[src/rtl/mem_seq_pkg.sv]
// Shared types for the strided memory sequencer: modes, pattern selects and FSM states.
package mem_seq_pkg;

    typedef enum logic [1:0] {
        ModeFill  = 2'd0,
        ModeCheck = 2'd1,
        ModeCopy  = 2'd2,
        ModeNop   = 2'd3
    } mode_e;

    localparam logic [1:0] PAT_INV_IDX = 2'd0;
    localparam logic [1:0] PAT_INCR    = 2'd1;
    localparam logic [1:0] PAT_CONST   = 2'd2;
    localparam logic [1:0] PAT_WALK1   = 2'd3;

    typedef enum logic [1:0] {
        PatInvIdx = PAT_INV_IDX,
        PatIncr   = PAT_INCR,
        PatConst  = PAT_CONST,
        PatWalk1  = PAT_WALK1
    } pat_e;

    typedef enum logic [2:0] {
        StIdle,
        StRdReq,
        StRdWait,
        StWrReq,
        StDone
    } state_e;

endpackage

[src/rtl/mem_seq_pattern.sv]
// Combinational pattern generator: word for element index idx under the selected pattern.
module mem_seq_pattern
    import mem_seq_pkg::*;
#(
    parameter int unsigned MEM_DW   = 32,
    parameter int unsigned CNT_BITS = 16
) (
    input  logic [CNT_BITS-1:0] idx,
    input  pat_e                sel,
    input  logic [MEM_DW-1:0]   seed,
    output logic [MEM_DW-1:0]   pat
);

    logic [MEM_DW-1:0]   idx_w;
    logic [CNT_BITS-1:0] walk_sh;

    always_comb begin
        idx_w   = MEM_DW'(idx);
        // Walking-one position uses the full index, not the truncated one.
        walk_sh = idx % CNT_BITS'(MEM_DW);
        pat     = '0;
        unique case (sel)
            PatInvIdx: pat = ~(idx_w + MEM_DW'(1));
            PatIncr:   pat = seed + idx_w;
            PatConst:  pat = seed;
            PatWalk1:  pat = MEM_DW'(1) << walk_sh;
            default:   pat = '0;
        endcase
    end

endmodule

[src/rtl/mem_seq_engine.sv]
// Strided memory sequencer: FILL / CHECK / COPY over count elements on a single-port
// request bus, with a go/ret handshake towards the controller.
module mem_seq_engine
    import mem_seq_pkg::*;
#(
    parameter int unsigned MEM_AW   = 16,
    parameter int unsigned MEM_DW   = 32,
    parameter int unsigned CNT_BITS = 16,
    parameter int unsigned STR_BITS = 16
) (
    input  logic                clk,
    input  logic                rst_n,
    input  logic                go,
    input  logic [1:0]          mode,
    input  logic [1:0]          pat_sel,
    input  logic [MEM_DW-1:0]   pat_seed,
    input  logic [MEM_AW-1:0]   src_base,
    input  logic [MEM_AW-1:0]   dst_base,
    input  logic [STR_BITS-1:0] src_stride,
    input  logic [STR_BITS-1:0] dst_stride,
    input  logic [CNT_BITS-1:0] count,
    output logic                mem_req,
    output logic                mem_write,
    output logic [MEM_AW-1:0]   mem_addr,
    output logic [MEM_DW-1:0]   mem_wdata,
    input  logic                mem_gnt,
    input  logic                mem_rdata_vld,
    input  logic [MEM_DW-1:0]   mem_rdata,
    output logic                busy,
    output logic                ret,
    output logic [CNT_BITS-1:0] err_cnt,
    output logic [CNT_BITS-1:0] first_err_idx
);

    state_e              state_q, state_d;
    mode_e               mode_q, mode_d, mode_in;
    pat_e                pat_sel_q, pat_sel_d;
    logic [MEM_DW-1:0]   seed_q, seed_d;
    logic [STR_BITS-1:0] src_stride_q, src_stride_d;
    logic [STR_BITS-1:0] dst_stride_q, dst_stride_d;
    logic [CNT_BITS-1:0] count_q, count_d;
    logic [CNT_BITS-1:0] idx_q, idx_d;
    logic [MEM_AW-1:0]   src_acc_q, src_acc_d;
    logic [MEM_AW-1:0]   dst_acc_q, dst_acc_d;
    logic [MEM_DW-1:0]   cap_q, cap_d;
    logic [CNT_BITS-1:0] err_cnt_q, err_cnt_d;
    logic [CNT_BITS-1:0] first_err_q, first_err_d;
    logic [MEM_DW-1:0]   pat_w;
    logic                last;

    assign mode_in = mode_e'(mode);

    mem_seq_pattern #(
        .MEM_DW   (MEM_DW),
        .CNT_BITS (CNT_BITS)
    ) u_pattern (
        .idx  (idx_q),
        .sel  (pat_sel_q),
        .seed (seed_q),
        .pat  (pat_w)
    );

    always_comb begin
        state_d      = state_q;
        mode_d       = mode_q;
        pat_sel_d    = pat_sel_q;
        seed_d       = seed_q;
        src_stride_d = src_stride_q;
        dst_stride_d = dst_stride_q;
        count_d      = count_q;
        idx_d        = idx_q;
        src_acc_d    = src_acc_q;
        dst_acc_d    = dst_acc_q;
        cap_d        = cap_q;
        err_cnt_d    = err_cnt_q;
        first_err_d  = first_err_q;
        mem_req      = 1'b0;
        mem_write    = 1'b0;
        mem_addr     = '0;
        mem_wdata    = '0;
        last         = (idx_q == count_q - CNT_BITS'(1));

        unique case (state_q)
            StIdle: begin
                if (go) begin
                    mode_d       = mode_in;
                    pat_sel_d    = pat_e'(pat_sel);
                    seed_d       = pat_seed;
                    src_stride_d = src_stride;
                    dst_stride_d = dst_stride;
                    count_d      = count;
                    idx_d        = '0;
                    err_cnt_d    = '0;
                    first_err_d  = '1;
                    src_acc_d    = src_base;
                    dst_acc_d    = dst_base;
                    if (count == '0 || mode_in == ModeNop) begin
                        state_d = StDone;
                    end else if (mode_in == ModeFill) begin
                        state_d = StWrReq;
                    end else begin
                        state_d = StRdReq;
                    end
                end
            end
            StRdReq: begin
                mem_req  = 1'b1;
                mem_addr = src_acc_q;
                if (mem_gnt) begin
                    src_acc_d = src_acc_q + MEM_AW'(src_stride_q);
                    state_d   = StRdWait;
                end
            end
            StRdWait: begin
                if (mem_rdata_vld) begin
                    if (mode_q == ModeCopy) begin
                        cap_d   = mem_rdata;
                        state_d = StWrReq;
                    end else begin
                        if (mem_rdata != pat_w) begin
                            if (err_cnt_q != '1) begin
                                err_cnt_d = err_cnt_q + CNT_BITS'(1);
                            end
                            if (first_err_q == '1) begin
                                first_err_d = idx_q;
                            end
                        end
                        idx_d   = idx_q + CNT_BITS'(1);
                        state_d = last ? StDone : StRdReq;
                    end
                end
            end
            StWrReq: begin
                mem_req   = 1'b1;
                mem_write = 1'b1;
                mem_addr  = dst_acc_q;
                mem_wdata = (mode_q == ModeCopy) ? cap_q : pat_w;
                if (mem_gnt) begin
                    dst_acc_d = dst_acc_q + MEM_AW'(dst_stride_q);
                    idx_d     = idx_q + CNT_BITS'(1);
                    if (last) begin
                        state_d = StDone;
                    end else begin
                        state_d = (mode_q == ModeCopy) ? StRdReq : StWrReq;
                    end
                end
            end
            StDone:  state_d = StIdle;
            default: state_d = StIdle;
        endcase
    end

    always_ff @(posedge clk) begin
        if (!rst_n) begin
            state_q      <= StIdle;
            mode_q       <= ModeFill;
            pat_sel_q    <= PatInvIdx;
            seed_q       <= '0;
            src_stride_q <= '0;
            dst_stride_q <= '0;
            count_q      <= '0;
            idx_q        <= '0;
            src_acc_q    <= '0;
            dst_acc_q    <= '0;
            cap_q        <= '0;
            err_cnt_q    <= '0;
            first_err_q  <= '1;
        end else begin
            state_q      <= state_d;
            mode_q       <= mode_d;
            pat_sel_q    <= pat_sel_d;
            seed_q       <= seed_d;
            src_stride_q <= src_stride_d;
            dst_stride_q <= dst_stride_d;
            count_q      <= count_d;
            idx_q        <= idx_d;
            src_acc_q    <= src_acc_d;
            dst_acc_q    <= dst_acc_d;
            cap_q        <= cap_d;
            err_cnt_q    <= err_cnt_d;
            first_err_q  <= first_err_d;
        end
    end

    assign busy          = (state_q != StIdle);
    assign ret           = (state_q == StDone);
    assign err_cnt       = err_cnt_q;
    assign first_err_idx = first_err_q;

endmodule

[config.mk]
export PLATFORM = sky130hd
export DESIGN_NAME = mem_seq_engine
export DESIGN_NICKNAME = d
export VERILOG_FILES = /design/src/rtl/mem_seq_pkg.sv /design/src/rtl/mem_seq_pattern.sv /design/src/rtl/mem_seq_engine.sv
export SDC_FILE = /design/constraint.sdc
export NUM_CORES = 1
export LEC_CHECK = 0
export ABC_AREA = 1
export CORE_MARGIN = 4
export CORE_UTILIZATION = 57
export CTS_CLUSTER_SIZE = 24
export DETAILED_ROUTE_END_ITERATION = 10
export HOLD_SLACK_MARGIN = 0.05
export PLACE_DENSITY = 0.83
export SYNTH_ARGS = -nofsm -noshare
export SYNTH_HDL_FRONTEND = slang
export SYNTH_HIERARCHICAL = 1
export SYNTH_SLANG_ARGS = --single-unit
[constraint.sdc]
create_clock -name clk -period 5.5 [get_ports clk]
set_clock_uncertainty 0.2 [all_clocks]
set_input_delay 1.1 -clock clk [delete_from_list [all_inputs] [get_ports clk]]
set_output_delay 1.1 -clock clk [all_outputs]
set_load 0.02 [all_outputs]
# Yosys cells after proc, flatten, opt, wreduce, memory -nomap -nowiden
# Index checks and enable logic that the tools add are counted.
# word_totals
input_bits,153
output_inout_bits,84
ff_bits,199
mem_bits_ro,0
latch_bits,0
word_cells,101
ramBits,0
n_memories,0
# op_classes
shifts,1
n_addsub,7
eq_ne,21
bitwise,1
multipliers,0
magnitude_cmp,0
reduce_logical,19
div_mod_pow,0
n_mux,39
# ops
operator,n
16-bit 2-to-1 mux,17
16-bit one-hot mux with 2 select lines,5
32-bit one-hot mux with 4 select lines,1
32-bit 2-to-1 mux,2
16-bit one-hot mux with 3 select lines,1
"16-bit by 1-bit adder with 16-bit output, second input constant",2
16-bit adder,2
32-bit by 16-bit adder with 32-bit output,1
32-bit inequality test,1
32-bit NOT,1
"1-bit by 5-bit left shift with 32-bit output, first input constant",1
3-bit 2-to-1 mux,8
"16-bit by 1-bit adder with 17-bit output, second input constant",1
16-bit == test,1
"16-bit == test, second input constant",1
16-bit zero test,1
"16-bit inequality test, second input constant",1
"2-bit inequality test, second input constant",8
"16-bit by 1-bit subtractor with 16-bit output, second input constant",1
3-bit one-hot mux with 4 select lines,1
6-bit AND reduction,2
3-bit AND reduction,3
"2-bit == test, second input constant",4
"3-bit by 2-bit == test with 1-bit output, second input constant",2
other kinds (14),20

# Logic depth before layout (Yosys ltp)
# depth
word_depth,8
ltp_mapped,26
mapped_depth_nobuf,24

# Modules after synthesis
# The synthesis kept the hierarchy.
# modules_own_cells
module,n_inst,area_per_inst_um2,cells_each,seq_area_each_um2
mem_seq_engine,1,11164.5,1646,3983.8
mem_seq_pattern,1,2936.6,595,0.0

# Least setup slack after synthesis
# OpenSTA, ideal clock, no wires.
# synth_timing
path_kind,flip-flop to output port
startpoint,reg idx_q[0]
endpoint,out mem_wdata[24]
t_required_ns,4.200
slack_ns,1.982
path_stages_with_launch,15
path_buffers,0
arrival_time_ns,2.218
path_cell_list,dfxtp_1 > ha_1 > inv_1 > fa_1 > inv_1 > nand3_1 > nand3_1 > nand2_1 > nand3_1 > nand3_1 > nand3_1 > nand3_1 > nand2_1 > nand2_1 > a21oi_1
# synth_between
elab_chain_len,4
word_cells_on_any_way,5
cone_classes,1 x add/sub; 1 x shift; 3 x mux
# synth_rtl
item,line_no,rtl
"start, declared",mem_seq_engine.sv:42,"logic [CNT_BITS-1:0] idx_q, idx_d;"
"start signal, assigned",mem_seq_engine.sv:176,idx_q <= idx_d;
32-bit by 16-bit adder with 32-bit output or 1-bit by 5-bit left shift with 32-bit output (tied branches),"mem_seq_pattern.sv:24, mem_seq_pattern.sv:26",
32-bit one-hot mux with 4 select lines *,mem_seq_pattern.sv:22,unique case (sel)
named net pat_w[24],mem_seq_engine.sv:48,logic [MEM_DW-1:0] pat_w;
32-bit 2-to-1 mux *,mem_seq_engine.sv:137,mem_wdata = (mode_q == ModeCopy) ? cap_q : pat_w;
32-bit 2-to-1 mux *,mem_seq_engine.sv:83,unique case (state_q)
"end, declared",mem_seq_engine.sv:25,"output logic [MEM_DW-1:0] mem_wdata,"
# Mark *: on every way through the listed nets, which the timed path passes. The rest lies on a longest branch.

# Final worst setup path
# layout_timing
startpoint,reg idx_q[0]
endpoint,out mem_wdata[8]
# layout_between
elab_chain_len,5
word_cells_on_any_way,7
cone_classes,2 x add/sub; 1 x shift; 3 x mux; 1 x bitwise
# layout_rtl
item,line_no
"parallel branches: the longest is 2 deep, another holds 32-bit by 16-bit adder with 32-bit output",--
32-bit one-hot mux with 4 select lines *,mem_seq_pattern.sv:22
named net pat_w[8],mem_seq_engine.sv:48
32-bit 2-to-1 mux *,mem_seq_engine.sv:137
32-bit 2-to-1 mux *,mem_seq_engine.sv:83
# Mark *: on every way through the listed nets, which the timed path passes.

==> metrics.yaml <==
rsz0062_at_grt: "no"
cp-start-kind: "register"
place_ws_ns: 0.870
wl_per_cell_microns: 19.2
hold_ws_ns: 0.263
die-area_sq_mm: 0.0273
hold_path_depth: 2
ant_nets: 0
endpoint_kind: "primary output"
nFillCells: 2110
relSlewSlack_pct: 27.2
ys_seq_area_share_pct: 28.3
cts_tree: "done"
syn-instance-count: 2241
critPathArrivalTime_ns: 3.80
routed_wl_mm: 52.8
yosys.area.top_type_share_pct: 28.3
instances_no_fill: 2752
critical_path_required_ns: 4.20
synth_edf_count: 0
overflow: 0
regArea_sq_mm: 0.00398
grt_util_all_layers_pct: 37.5
maxSlewViolCount: 0
ys_ff_latch: 199
initial_core_util_pct: 58.0
vias_per_cell: 5.97
status: "completed"
post-route-period-util_pct: 92.7
worstPathMaxFanout: 9
clockBufferDepth: 2
drtIter0Drc: 1735
core_region_area_sq_mm: 0.0243
worstSkewPairLatency_ns: 0.45
worstMarginPinSlew_ns: 1.09
routabilityCongestion: 1.07
yosysWarnings: 6
maxCapViolCount: 0
yosysUniqueCellTypes: 59
largestRegisters: "cap_q: 32 flops, seed_q: 32 flops"
multiInputGateArea_sq_mm: 0.00890
syn_area_per_cell_sq_um: 6.29
final_area_sq_mm: 0.0172
hold_viol_final: 0
htreeDepth: 4
min-delay-start: "mode_q[0]"
synth_area_leaders: "dfxtp_1 28%, nand2_1 15%, nand3_1 8.1%, a21oi_1 7.7%, nor2_1 5.9%"
r2r_start: "idx_q[0]"
place_area_sq_mm: 0.0166
setup_viol: 0
io_pins: 237
ir_worst_vdd_uv: 289
cts_sinks: 199
power.total_mw: 6.51
finalNetCount: 2624
holdPathEnd: "mode_q[0]"
drive_gt1_share_pct: 5.15
numCtsBuffers: 17
fin_util_pct: 70.7
fin_setup_tns_ns: 0
num_rows: 57
grt_pass1_vias: 15800
synth_nets: 2452
synth_commonest_cells: "560 x nand2_1, 227 x nand3_1, 221 x nor2_1"
yosysTopAreaCell: "dfxtp_1"
dr_total_vias: 16400
r2r_setup_slack_ns: 0.73
p_leak_nw: 7.38
port_buffers: 236
die_h_microns: 165
dr.pass1.iters: 9
synthFlopType: "dfxtp_1"
post_cts.repair.setup_buffers: 0
synthArstFlopShare_pct: 0
hold_buffers: 0
grt_max_degree: 91
cts.reportedPaths.clkPinSlew_ns: 0.08
yosysMostFrequentCell: "nand2_1"
die_w_microns: 165
synthesis.area_sq_mm: 0.0141
setup_ws_ns: 0.401
area_delta_synth_final_pct: 21.9
hold_path.class: "register to register"
root_buffer: "clkbuf_16"
max_freq_ghz: 0.196
grt_pass1_wl_mm: 81.3
drc: 0
finalCriticalPeriod_ns: 5.10
dpl.hpwl_mm: 40.1
antenna_found_initial: 5
powerDensity_mw_per_mm2: 379
dpl.cell_count: 2718
rr_endpoint: "first_err_idx[4]"
r2r_cells: 23
worstSetupPathType: "register to primary output"
postCtsResizedCells: 0
cell type report:
class | count | area share (%)
clock inverters | 15 | 1.00
well taps | 324 | 2.36
clock buffers | 17 | 2.47
flip-flops and latches | 199 | 23.2
diodes | 2 | 0.0291
multi-input cells | 1726 | 51.8
inverters | 213 | 4.66
repair buffers | 256 | 14.6
worst max-delay path: stages (launching register included):
cell	delay (ns)
dfxtp_1	0.55
ha_1	0.25
inv_1	0.06
fa_1	0.40
inv_1	0.12
nand3_1	0.09
nand3_1	0.25
nand2_1	0.08
nand3_1	0.16
or2_2	0.14
nand3_1	0.07
nand3_1	0.27
nand2_1	0.10
a21oi_1	0.19
clkdlybuf4s50_1	0.64
cells in the final DEF (no fill, tap or decap), types with 8 or more instances in the layout:
cell / Yosys / layout
a21oi_1: 217 / 217
nor4_1: 13 / 13
buf_4: 4 / 20
o21bai_1: 9 / 9
a211oi_1: 9 / 9
nand4_1: 43 / 43
inv_1: 194 / 193
nand2_1: 560 / 559
xnor2_1: 19 / 19
or2_2: 13 / 13
nand3_1: 227 / 227
clkdlybuf4s50_1: 0 / 234
nor3_1: 26 / 25
a31oi_1: 10 / 10
xor2_1: 50 / 50
dfxtp_1: 199 / 199
a22o_1: 16 / 16
nor3_2: 7 / 8
o22ai_1: 14 / 14
ha_1: 55 / 55
inv_2: 17 / 18
o21ai_0: 133 / 133
nor2_1: 221 / 221
nor2_2: 11 / 10
clkbuf_16: 0 / 17
power by group:
part / internal (mW) / switching, mW / total, mW
logic: 1.10 / 2.05 / 3.15
registers: 1.73 / 0.342 / 2.07
clock network: 0.619 / 0.676 / 1.30
cell families (layout without fill, tap and decap cells):
group / count (synthesis) / after routing / share of synthesized area (%)
AOI/OAI and AO/OA: 445 / 445 / 17.5
xor gates and xnor gates: 69 / 69 / 4.29
adders and majority gates: 58 / 58 / 5.31
buffers and inverters: 316 / 501 / 8.77
DFF: 199 / 199 / 28.3
other: 0 / 2 / 0
and+or+nand+nor: 1154 / 1154 / 35.8
how the worst max path moves through the flow:
stage | endpoint | slack (ns) | cells after the start | from
after global placement | mem_wdata[8] | 0.93 | 14 | idx_q[0]
after floorplan | mem_wdata[24] | 1.98 | 14 | idx_q[0]
after global routing | mem_wdata[22] | 0.16 | 15 | idx_q[4]
after CTS | mem_wdata[8] | 0.43 | 14 | idx_q[0]
after detailed placement | first_err_idx[4] | 0.87 | 23 | idx_q[0]
final | mem_wdata[8] | 0.40 | 14 | idx_q[0]
metal layers:
layer	global-route usage (%)	routed length [microns]	vias up
li1	-	-	7812
met5	0	41	-
met2	63.9	24900	876
met1	44.5	20100	7541
met3	6.55	4380	207
met4	21.5	3430	6
No activity file was read; power rests on OpenSTA's default activity.
